<file path="config.mk">
export PLATFORM = sky130hd
export DESIGN_NAME = deconv_col_feeder
export DESIGN_NICKNAME = d
export VERILOG_FILES = /design/src/rtl/deconv_col_feeder.sv
export SDC_FILE = /design/constraint.sdc
export NUM_CORES = 1
export LEC_CHECK = 0
export ABC_AREA = 1
export BUFFER_PORTS_ARGS = -buffer_cell sky130_fd_sc_hd__buf_2
export CORE_MARGIN = 5
export CORE_UTILIZATION = 35
export CTS_BUF_LIST = sky130_fd_sc_hd__clkbuf_16
export DETAILED_ROUTE_END_ITERATION = 6
export RECOVER_POWER = 25
export SETUP_SLACK_MARGIN = 0.5
export SLEW_MARGIN = 20
export SYNTH_ARGS = -nofsm -noshare
export SYNTH_HDL_FRONTEND = slang
export SYNTH_SLANG_ARGS = --single-unit
</file>
<file path="constraint.sdc">
create_clock -name i_clk -period 7.35 [get_ports i_clk]
set_input_delay 0.735 -clock i_clk [delete_from_list [all_inputs] [get_ports i_clk]]
set_output_delay 0.735 -clock i_clk [all_outputs]
set_load 0.05 [all_outputs]
</file>
<file path="src/rtl/deconv_col_feeder.sv">
// Column source for the deconvolution operator: buffers one weight channel and one feature channel, then replays them.
// Latency: first loadip one cycle after the final fill handshake; loadw one cycle after loadip or after a column ack.
// Backpressure: readies drop per buffer once it is full or while replaying; operator paces replay via ack/loop/flush pulses.
module deconv_col_feeder #(
  parameter int WEIGHT_SIZE  = 5,
  parameter int BIT_WIDTH    = 8,
  parameter int FEATURE_SIZE = 8
) (
  input  logic                              i_clk,
  input  logic                              i_rst_n,
  input  logic [BIT_WIDTH*WEIGHT_SIZE-1:0]  i_wcol_data,
  input  logic                              i_wcol_valid,
  output logic                              o_wcol_ready,
  input  logic [BIT_WIDTH*FEATURE_SIZE-1:0] i_fcol_data,
  input  logic                              i_fcol_valid,
  output logic                              o_fcol_ready,
  output logic [BIT_WIDTH*WEIGHT_SIZE-1:0]  o_weight_col,
  output logic                              o_enable_loadw,
  output logic [BIT_WIDTH*FEATURE_SIZE-1:0] o_feature_map_col,
  output logic                              o_enable_loadip,
  input  logic                              i_prcs_new_wcoln,
  input  logic                              i_fifo_loop,
  input  logic                              i_prcs_new_chnl,
  output logic                              o_chnl_done,
  output logic                              o_busy
);

  localparam int WW  = BIT_WIDTH * WEIGHT_SIZE;
  localparam int FW  = BIT_WIDTH * FEATURE_SIZE;
  localparam int WCW = $clog2(WEIGHT_SIZE + 1);
  localparam int FCW = $clog2(FEATURE_SIZE + 1);
  localparam int WPW = (WEIGHT_SIZE > 1) ? $clog2(WEIGHT_SIZE) : 1;
  localparam int FPW = (FEATURE_SIZE > 1) ? $clog2(FEATURE_SIZE) : 1;

  localparam logic [WCW-1:0] WCNT_FULL = WCW'(WEIGHT_SIZE);
  localparam logic [FCW-1:0] FCNT_FULL = FCW'(FEATURE_SIZE);
  localparam logic [WPW-1:0] WRD_LAST  = WPW'(WEIGHT_SIZE - 1);
  localparam logic [FPW-1:0] FRD_LAST  = FPW'(FEATURE_SIZE - 1);

  typedef enum logic [2:0] {
    S_LOAD    = 3'd0,
    S_FEED_IP = 3'd1,
    S_FEED_W  = 3'd2,
    S_WAIT    = 3'd3,
    S_HOLD    = 3'd4
  } state_t;

  state_t         r_state;
  state_t         w_next_state;
  logic [WCW-1:0] r_wcnt;
  logic [WCW-1:0] w_wcnt_nxt;
  logic [FCW-1:0] r_fcnt;
  logic [FCW-1:0] w_fcnt_nxt;
  logic [WPW-1:0] r_wrd;
  logic [WPW-1:0] w_wrd_nxt;
  logic [FPW-1:0] r_frd;
  logic [FPW-1:0] w_frd_nxt;
  logic           w_done_nxt;
  logic           w_wr_w;
  logic           w_wr_f;
  logic [WW-1:0]  w_wcol_sel;
  logic [FW-1:0]  w_fcol_sel;

  logic [WW-1:0]  r_wbuf [WEIGHT_SIZE];
  logic [FW-1:0]  r_fbuf [FEATURE_SIZE];

  logic [WW-1:0]  r_weight_col;
  logic [FW-1:0]  r_feature_map_col;
  logic           r_enable_loadw;
  logic           r_enable_loadip;
  logic           r_chnl_done;

  assign o_wcol_ready      = (r_state == S_LOAD) && (r_wcnt < WCNT_FULL);
  assign o_fcol_ready      = (r_state == S_LOAD) && (r_fcnt < FCNT_FULL);
  assign o_busy            = (r_state != S_LOAD);
  assign o_weight_col      = r_weight_col;
  assign o_feature_map_col = r_feature_map_col;
  assign o_enable_loadw    = r_enable_loadw;
  assign o_enable_loadip   = r_enable_loadip;
  assign o_chnl_done       = r_chnl_done;

  assign w_wr_w = i_wcol_valid && o_wcol_ready;
  assign w_wr_f = i_fcol_valid && o_fcol_ready;

  // Weight columns only leave the buffer after loading has finished, so no bypass is needed.
  assign w_wcol_sel = r_wbuf[w_wrd_nxt];
  // The first feature column can be issued on the same edge it is written when the buffer is one column deep.
  assign w_fcol_sel = (w_wr_f && (r_fcnt[FPW-1:0] == w_frd_nxt)) ? i_fcol_data : r_fbuf[w_frd_nxt];

  // State register.
  always_ff @(posedge i_clk or negedge i_rst_n) begin
    if (!i_rst_n) r_state <= S_LOAD;
    else          r_state <= w_next_state;
  end

  // Next state; fill detection uses post-write counts so loadip follows the final handshake by one cycle.
  always_comb begin
    w_next_state = r_state;
    case (r_state)
      S_LOAD: begin
        if ((w_wcnt_nxt == WCNT_FULL) && (w_fcnt_nxt == FCNT_FULL)) w_next_state = S_FEED_IP;
      end
      S_FEED_IP: w_next_state = S_FEED_W;
      S_FEED_W:  w_next_state = S_WAIT;
      S_WAIT: begin
        if (i_prcs_new_wcoln) begin
          if (r_wrd != WRD_LAST)      w_next_state = S_FEED_W;
          else if (r_frd != FRD_LAST) w_next_state = S_FEED_IP;
          else                        w_next_state = S_HOLD;
        end else if (i_fifo_loop) begin
          w_next_state = S_FEED_W;
        end
      end
      S_HOLD:  w_next_state = S_HOLD;
      default: w_next_state = S_LOAD;
    endcase
    if ((r_state != S_LOAD) && i_prcs_new_chnl) w_next_state = S_LOAD;
  end

  // Output-side comb: counter/pointer advance and the channel-done decision; a flush clears everything.
  always_comb begin
    w_wcnt_nxt = r_wcnt;
    w_fcnt_nxt = r_fcnt;
    w_wrd_nxt  = r_wrd;
    w_frd_nxt  = r_frd;
    w_done_nxt = 1'b0;
    if (w_wr_w) w_wcnt_nxt = r_wcnt + WCW'(1);
    if (w_wr_f) w_fcnt_nxt = r_fcnt + FCW'(1);
    if ((r_state == S_WAIT) && !i_prcs_new_chnl) begin
      if (i_prcs_new_wcoln) begin
        if (r_wrd != WRD_LAST) begin
          w_wrd_nxt = r_wrd + WPW'(1);
        end else if (r_frd != FRD_LAST) begin
          w_wrd_nxt = '0;
          w_frd_nxt = r_frd + FPW'(1);
        end else begin
          w_done_nxt = 1'b1;
        end
      end else if (i_fifo_loop) begin
        w_wrd_nxt = '0;
      end
    end
    if ((r_state != S_LOAD) && i_prcs_new_chnl) begin
      w_wcnt_nxt = '0;
      w_fcnt_nxt = '0;
      w_wrd_nxt  = '0;
      w_frd_nxt  = '0;
    end
  end

  // Counters, pointers and registered operator-facing strobes/data (strobe on entry to a feed state).
  always_ff @(posedge i_clk or negedge i_rst_n) begin
    if (!i_rst_n) begin
      r_wcnt            <= '0;
      r_fcnt            <= '0;
      r_wrd             <= '0;
      r_frd             <= '0;
      r_weight_col      <= '0;
      r_feature_map_col <= '0;
      r_enable_loadw    <= 1'b0;
      r_enable_loadip   <= 1'b0;
      r_chnl_done       <= 1'b0;
    end else begin
      r_wcnt          <= w_wcnt_nxt;
      r_fcnt          <= w_fcnt_nxt;
      r_wrd           <= w_wrd_nxt;
      r_frd           <= w_frd_nxt;
      r_enable_loadip <= (w_next_state == S_FEED_IP);
      r_enable_loadw  <= (w_next_state == S_FEED_W);
      r_chnl_done     <= w_done_nxt;
      if (w_next_state == S_FEED_IP) r_feature_map_col <= w_fcol_sel;
      if (w_next_state == S_FEED_W)  r_weight_col      <= w_wcol_sel;
    end
  end

  // Column buffers; contents are don't-care after reset, so they carry no reset.
  always_ff @(posedge i_clk) begin
    if (w_wr_w) r_wbuf[r_wcnt[WPW-1:0]] <= i_wcol_data;
    if (w_wr_f) r_fbuf[r_fcnt[FPW-1:0]] <= i_fcol_data;
  end

endmodule

</file>
* Word level (Yosys, flattened, before mapping)
Memory sizes are Yosys's and may differ from the RTL's. A register that Yosys moved wholly into a read port is not among the register bits.
Index checks and enable logic that the tools add are counted.
** Word-level totals
- Bits in registers :: 19
- Bits in writable memories :: 712
- Input port bits :: 111
- Output and inout port bits :: 110
- Word-level logic and storage cells :: 68
- Memories kept :: 2
** Operators by class
- Add/subtract/negate cells :: 4
- Magnitude comparators :: 2
- Equality and inequality tests :: 10
- Mux-type cells :: 30
- Reduce and logical (&&, ||, !) cells :: 12
** Memories
- r_fbuf :: words 8, width 64, read ports 1, clocked after Yosys merged registers in 1, wr ports 1, line 65 : logic [FW-1:0] r_fbuf [FEATURE_SIZE];
- r_wbuf :: words 5, width 40, read ports 1, clocked after Yosys merged registers in 1, wr ports 1, line 64 : logic [WW-1:0] r_wbuf [WEIGHT_SIZE];
** Operator list (count)
- 3-bit two-way mux :: 19
- 3-bit one-hot mux with 5 select lines :: 1
- 3-bit by 1-bit adder with 3-bit output, second input constant :: 3
- 3-bit by 2-bit == test with 1-bit output, second input constant :: 3
- 1-bit two-way mux :: 8
- 4-bit two-way mux :: 2
- 1-bit logical AND :: 7
- 3-bit by 1-bit == test with 1-bit output, second input constant :: 2
- 3-bit == test, second input constant :: 2
- 3-bit inequality test, second input constant :: 2
- 4-bit by 1-bit adder with 4-bit output, second input constant :: 1
- 4-bit == test, second input constant :: 1
- 4-bit less-than comparator, second input constant :: 1
- 1-bit zero test :: 3
- 3-bit zero test :: 1
- 3-bit less-than comparator, second input constant :: 1
- 3-bit nonzero test :: 1

* Logic depth before layout (Yosys ltp)
- Word-level depth :: 11
- Mapped depth :: 18
- Depth with buffers taken out :: 17

* Worst setup path before layout
Ideal clock, no wire load.
- Kind :: input to register
- From :: input port i_fcol_valid
- To :: memory r_fbuf[5][0] (netlist bit), enable pin
- Library setup time :: 0.565 ns
- Arrival :: 5.379 ns
- Required time :: 6.785 ns
- Setup slack :: 1.406 ns
- Stages on the path :: 4
- Cell sequence :: inv_1 > nor2_2 > nand2_1 > nor3_1
** On the way
- Word-level cells in the longest chain between the ends :: 3
** RTL lines
- start, declared :: line 15 : input logic i_fcol_valid,
- 1-bit logical AND :: line 83 : assign w_wr_f = i_fcol_valid && o_fcol_ready;
- 1-bit two-way mux :: line 179 : if (w_wr_f) r_fbuf[r_fcnt[FPW-1:0]] <= i_fcol_data;
- 1-bit two-way mux (implied by the code) :: line 179
- end, declared :: line 65
Every way passes these cells.

* Worst setup path after layout
- From :: register r_wrd[0]
- To :: register r_feature_map_col[22] (netlist: o_feature_map_col[22]) (read register of r_fbuf)
** On the way
- Word-level cells in the longest chain between the ends :: 6
- Elaborated cells on any way between the ends :: 10
- Classes of those cells :: eq/ne (2); mux (8)
** RTL lines
- start, declared :: line 54 : logic [WPW-1:0] r_wrd;
- start signal, assigned :: line 166 : r_wrd <= w_wrd_nxt;
- 3-bit inequality test * :: line 107, 131
- 3-bit two-way mux :: line 107 : if (r_wrd != WRD_LAST) w_next_state = S_FEED_W;
- 3-bit two-way mux :: line 106 : if (i_prcs_new_wcoln) begin
- 3-bit one-hot mux with 5 select lines :: line 99 : case (r_state)
- 3-bit two-way mux :: line 117 : if ((r_state != S_LOAD) && i_prcs_new_chnl) w_next_state = S_LOAD;
- 3-bit by 1-bit == test with 1-bit output :: line 171 : if (w_next_state == S_FEED_IP) r_feature_map_col <= w_fcol_sel;
- end, declared :: line 68 : logic [FW-1:0] r_feature_map_col;
Every way passes the cells marked *; elsewhere a longest branch is shown, timed or not.

==> metrics.md <==
| Metric | Value |
|---|---|
| Worst reg2reg endpoint | `o_feature_map_col[22]` |
| FF+latch area | `24500 um^2` |
| CP arrival | `between 5 and 6 ns` |
| Layout cells sized above 1 | `0.0913` |
| Synth cell types | `28` |
| Endpoints failing hold | `0` |
| Slowest stage delay, CP | `around 0.7 ns` |
| Multi-input gate area | `between 9000 and 10000 um^2` |
| Crit Path Class | `flip-flop to flip-flop` |
| CP Launch Type | `flip-flop` |
| Post-synth net total | `3781` |
| CTS Buffer Depth | `3` |
| Final Instance Area | `roughly 42000 um^2` |
| CTS tree | `yes` |
| Syn Area/Cell | `10.1 um^2` |
| Largest area contributor in the netlist | `edfxtp_1` |
| Reg-to-reg setup timing slack | `roughly 2.6 ns` |
| Top delay family on crit path | `simple AND/OR/NAND/NOR gates` |
| CTS resizes | `0` |
| RSZ-0062 raised after global routing | `no` |
| Post CTS Setup Buffer Count | `0` |
| GRT Overall Usage | `0.179` |
| Clock-pin slew on the worst setup and hold paths | `0.06 ns` |
| Post-synth ARST share | `0.147` |
| PortBufs | `220` |
| Setup violators final | `0` |
| Synth top area share | `0.579` |
| CTS root buf | `clkbuf_16` |
| Register area share after synthesis | `0.663` |
| Static Leak | `18.6 nW` |
| Most frequent cell after synthesis | `nand2_1` |
| Period utilization | `0.646` |
| Pin count of the biggest net entering global routing | `around 200` |
| Final wirelength | `around 100000 um` |
| Post-CTS Hold Fix Bufs | `0` |
| VDD IR max | `173 uV` |
| Synth warnings | `0` |
| Gpl congestion | `0.753` |
| Area of placed instances | `39300 um^2` |
| Synthesized cell area | `36900 um^2` |
| FF-to-FF path depth | `17` |
| Post-DR vias/cell | `4.94` |
| Top post-synthesis cells by count | `nand2_1 (982), edfxtp_1 (712), inv_1 (671)` |
| Drt drc | `0` |
| Worst path required time | `around 8 ns` |
| EDFF count, synth | `712` |
| Initial antenna violation count | `25` |
| Slew @ Worst Pin | `1.15 ns` |
| Most used cell, CP | `nand2_1` |
| Minimum clock period | `4.75 ns` |
| Core area | `105000 um^2` |
| Status | `finished clean` |
| H-tree depth | `3` |
| Slew headroom | `0.234` |
| Gr ovfl total | `0` |
| Global-route wire length before repair | `roughly 160000 um` |
| Post-layout power | `9.71 mW` |
| Nets | `about 3900` |
| Final ANT Viol Nets | `0` |
| Cts bufs inserted | `89` |
| Final setup TNS | `0 ns` |
| DP HPWL | `between 50000 and 60000 um` |
| Max cap viols | `0` |
| Ordered list of cells on the worst path | `inv_1 > ha_1 > nand3_1 > nor2_2 > nand2_1 > nand2_8 > nand3_4 > nand2_1 > nand2_1 > nor2_1 > nand2_4 > inv_2 > buf_4 > nand2_1 > nand2_1 > nand2_1 > nand2_1` |
| Worst flop-to-flop path startpoint | `r_wrd[0]` |
| Die W | `335 um` |
| Cell at the slowest stage of the critical path | `nand3_4` |
| Initial core utilization | `0.352` |
| 1st-pass router iterations | `5` |
| TritonCTS Sinks | `between 800 and 900` |
| IO Pins | `between 200 and 250` |
| Post-Syn Instances | `roughly 3700` |
| Layout area overhead | `14.2%` |
| Worst min path class | `primary input to async pin` |
| Fin cells | `5271` |
| Cells after DPL | `5090` |
| Crit-path max FO | `106` |
| Filler cells | `10052` |
| PD cells | `230 nW/um^2` |
| Slew Limit Fails | `0` |
| Vias in the first global route | `25108` |
| Crit path buffers/inverters | `3` |
| Area contributors post-synth | `edfxtp_1 (58%), nand2_1 (10%), dfrtp_1 (8.3%)` |
| Vias | `26034` |
| DR iter-0 viols | `2254` |
| Die Y-Extent | `approximately 330 um` |
| Fmax | `211 MHz` |
| Setup Skew | `0.0393 ns` |
| Clk Latency, worst-skew pair | `0.66 ns` |
| Ys flop type | `edfxtp_1` |
| Synthesized flop and latch total | `835` |
| Crit path capture type | `flip-flop` |
| Rows | `119` |
| Routed wire length per instance | `about 19 um` |
| Total die area | `~110000 um^2` |
-- layer usage --
layer	track usage	vias up	part of all wire
li1	-	12382	-
met1	0.248	12565	0.43
met2	0.288	919	0.47
met3	0.0417	156	0.086
met4	0.0430	12	0.019
met5	0	-	0.00076
-- worst max path at each step --
| stage | startpoint | end | slack, ns | cells past startpoint |
|---|---|---|---|---|
| after global routing | r_wrd[0] | o_feature_map_col[22] | 2.18 | 17 |
| after detailed placement | i_prcs_new_wcoln | o_feature_map_col[20] | 2.46 | 16 |
| after floorplan | i_fcol_valid | r_fbuf[5][0] | 1.41 | 4 |
| after global placement | i_prcs_new_chnl | o_feature_map_col[47] | 2.52 | 17 |
| after CTS | r_wrd[0] | o_feature_map_col[20] | 2.62 | 17 |
| final | r_wrd[0] | o_feature_map_col[22] | 2.60 | 17 |
-- layout make-up --
class,count,share of cell area
multi-input combinational,1922,0.215
sequential,835,0.580
tap,1391,0.0413
inverter,675,0.0602
antenna,15,0.000891
clock inverter,75,0.0146
clock buffer,91,0.0540
timing repair buffer,267,0.0334
-- state kept, by name, summed over array words and instances (netlist names) --
name and cells:
r_fcnt 4, o_enable_loadw 1, o_enable_loadip 1, o_chnl_done 1, r_state 3, r_wcnt 3
r_wrd 3, r_fbuf 512, o_feature_map_col 64, o_weight_col 40, r_frd 3, r_wbuf 200
-- power by group --
group	switching (mW)	total, mW	internal (mW)
registers	0.000426	5.14	5.14
clock network	1.87	4.43	2.56
logic	0.109	0.137	0.0274
-- placed cells by master, fill, tap and decap left out, drive strengths merged, types with 9 or more instances in the layout --
cell	n
buf	190
a21oi	43
nor2	20
nand2	986
clkbuf	168
diode	15
inv	699
o21ai	10
edfxtp	712
nand3b	42
nand3	542
bufinv	9
nor3	9
dfrtp	123
clkinv	37
nand4	261
-- per-stage QoR --
stage | hold WS (ns) | utilization | worst slack, ns
after global routing | 0.197 | 0.401 | 2.18
after CTS | 0.161 | 0.402 | 2.62
after floorplan | 0.439 | - | 1.41
final | 0.170 | 0.401 | 2.60
after global placement | 0.459 | 0.374 | 2.52
after detailed placement | 0.460 | 0.374 | 2.46
-- cells by family after synthesis --
| family | synth area share |
|---|---|
| simple gates | 0.232 |
| buf+inv | 0.0963 |
| flops | 0.663 |
| compound gates | 0.00756 |
| fa+ha+maj | 0.00169 |
| xor+xnor | 0.000237 |
(Power assumes the default switching activity.)
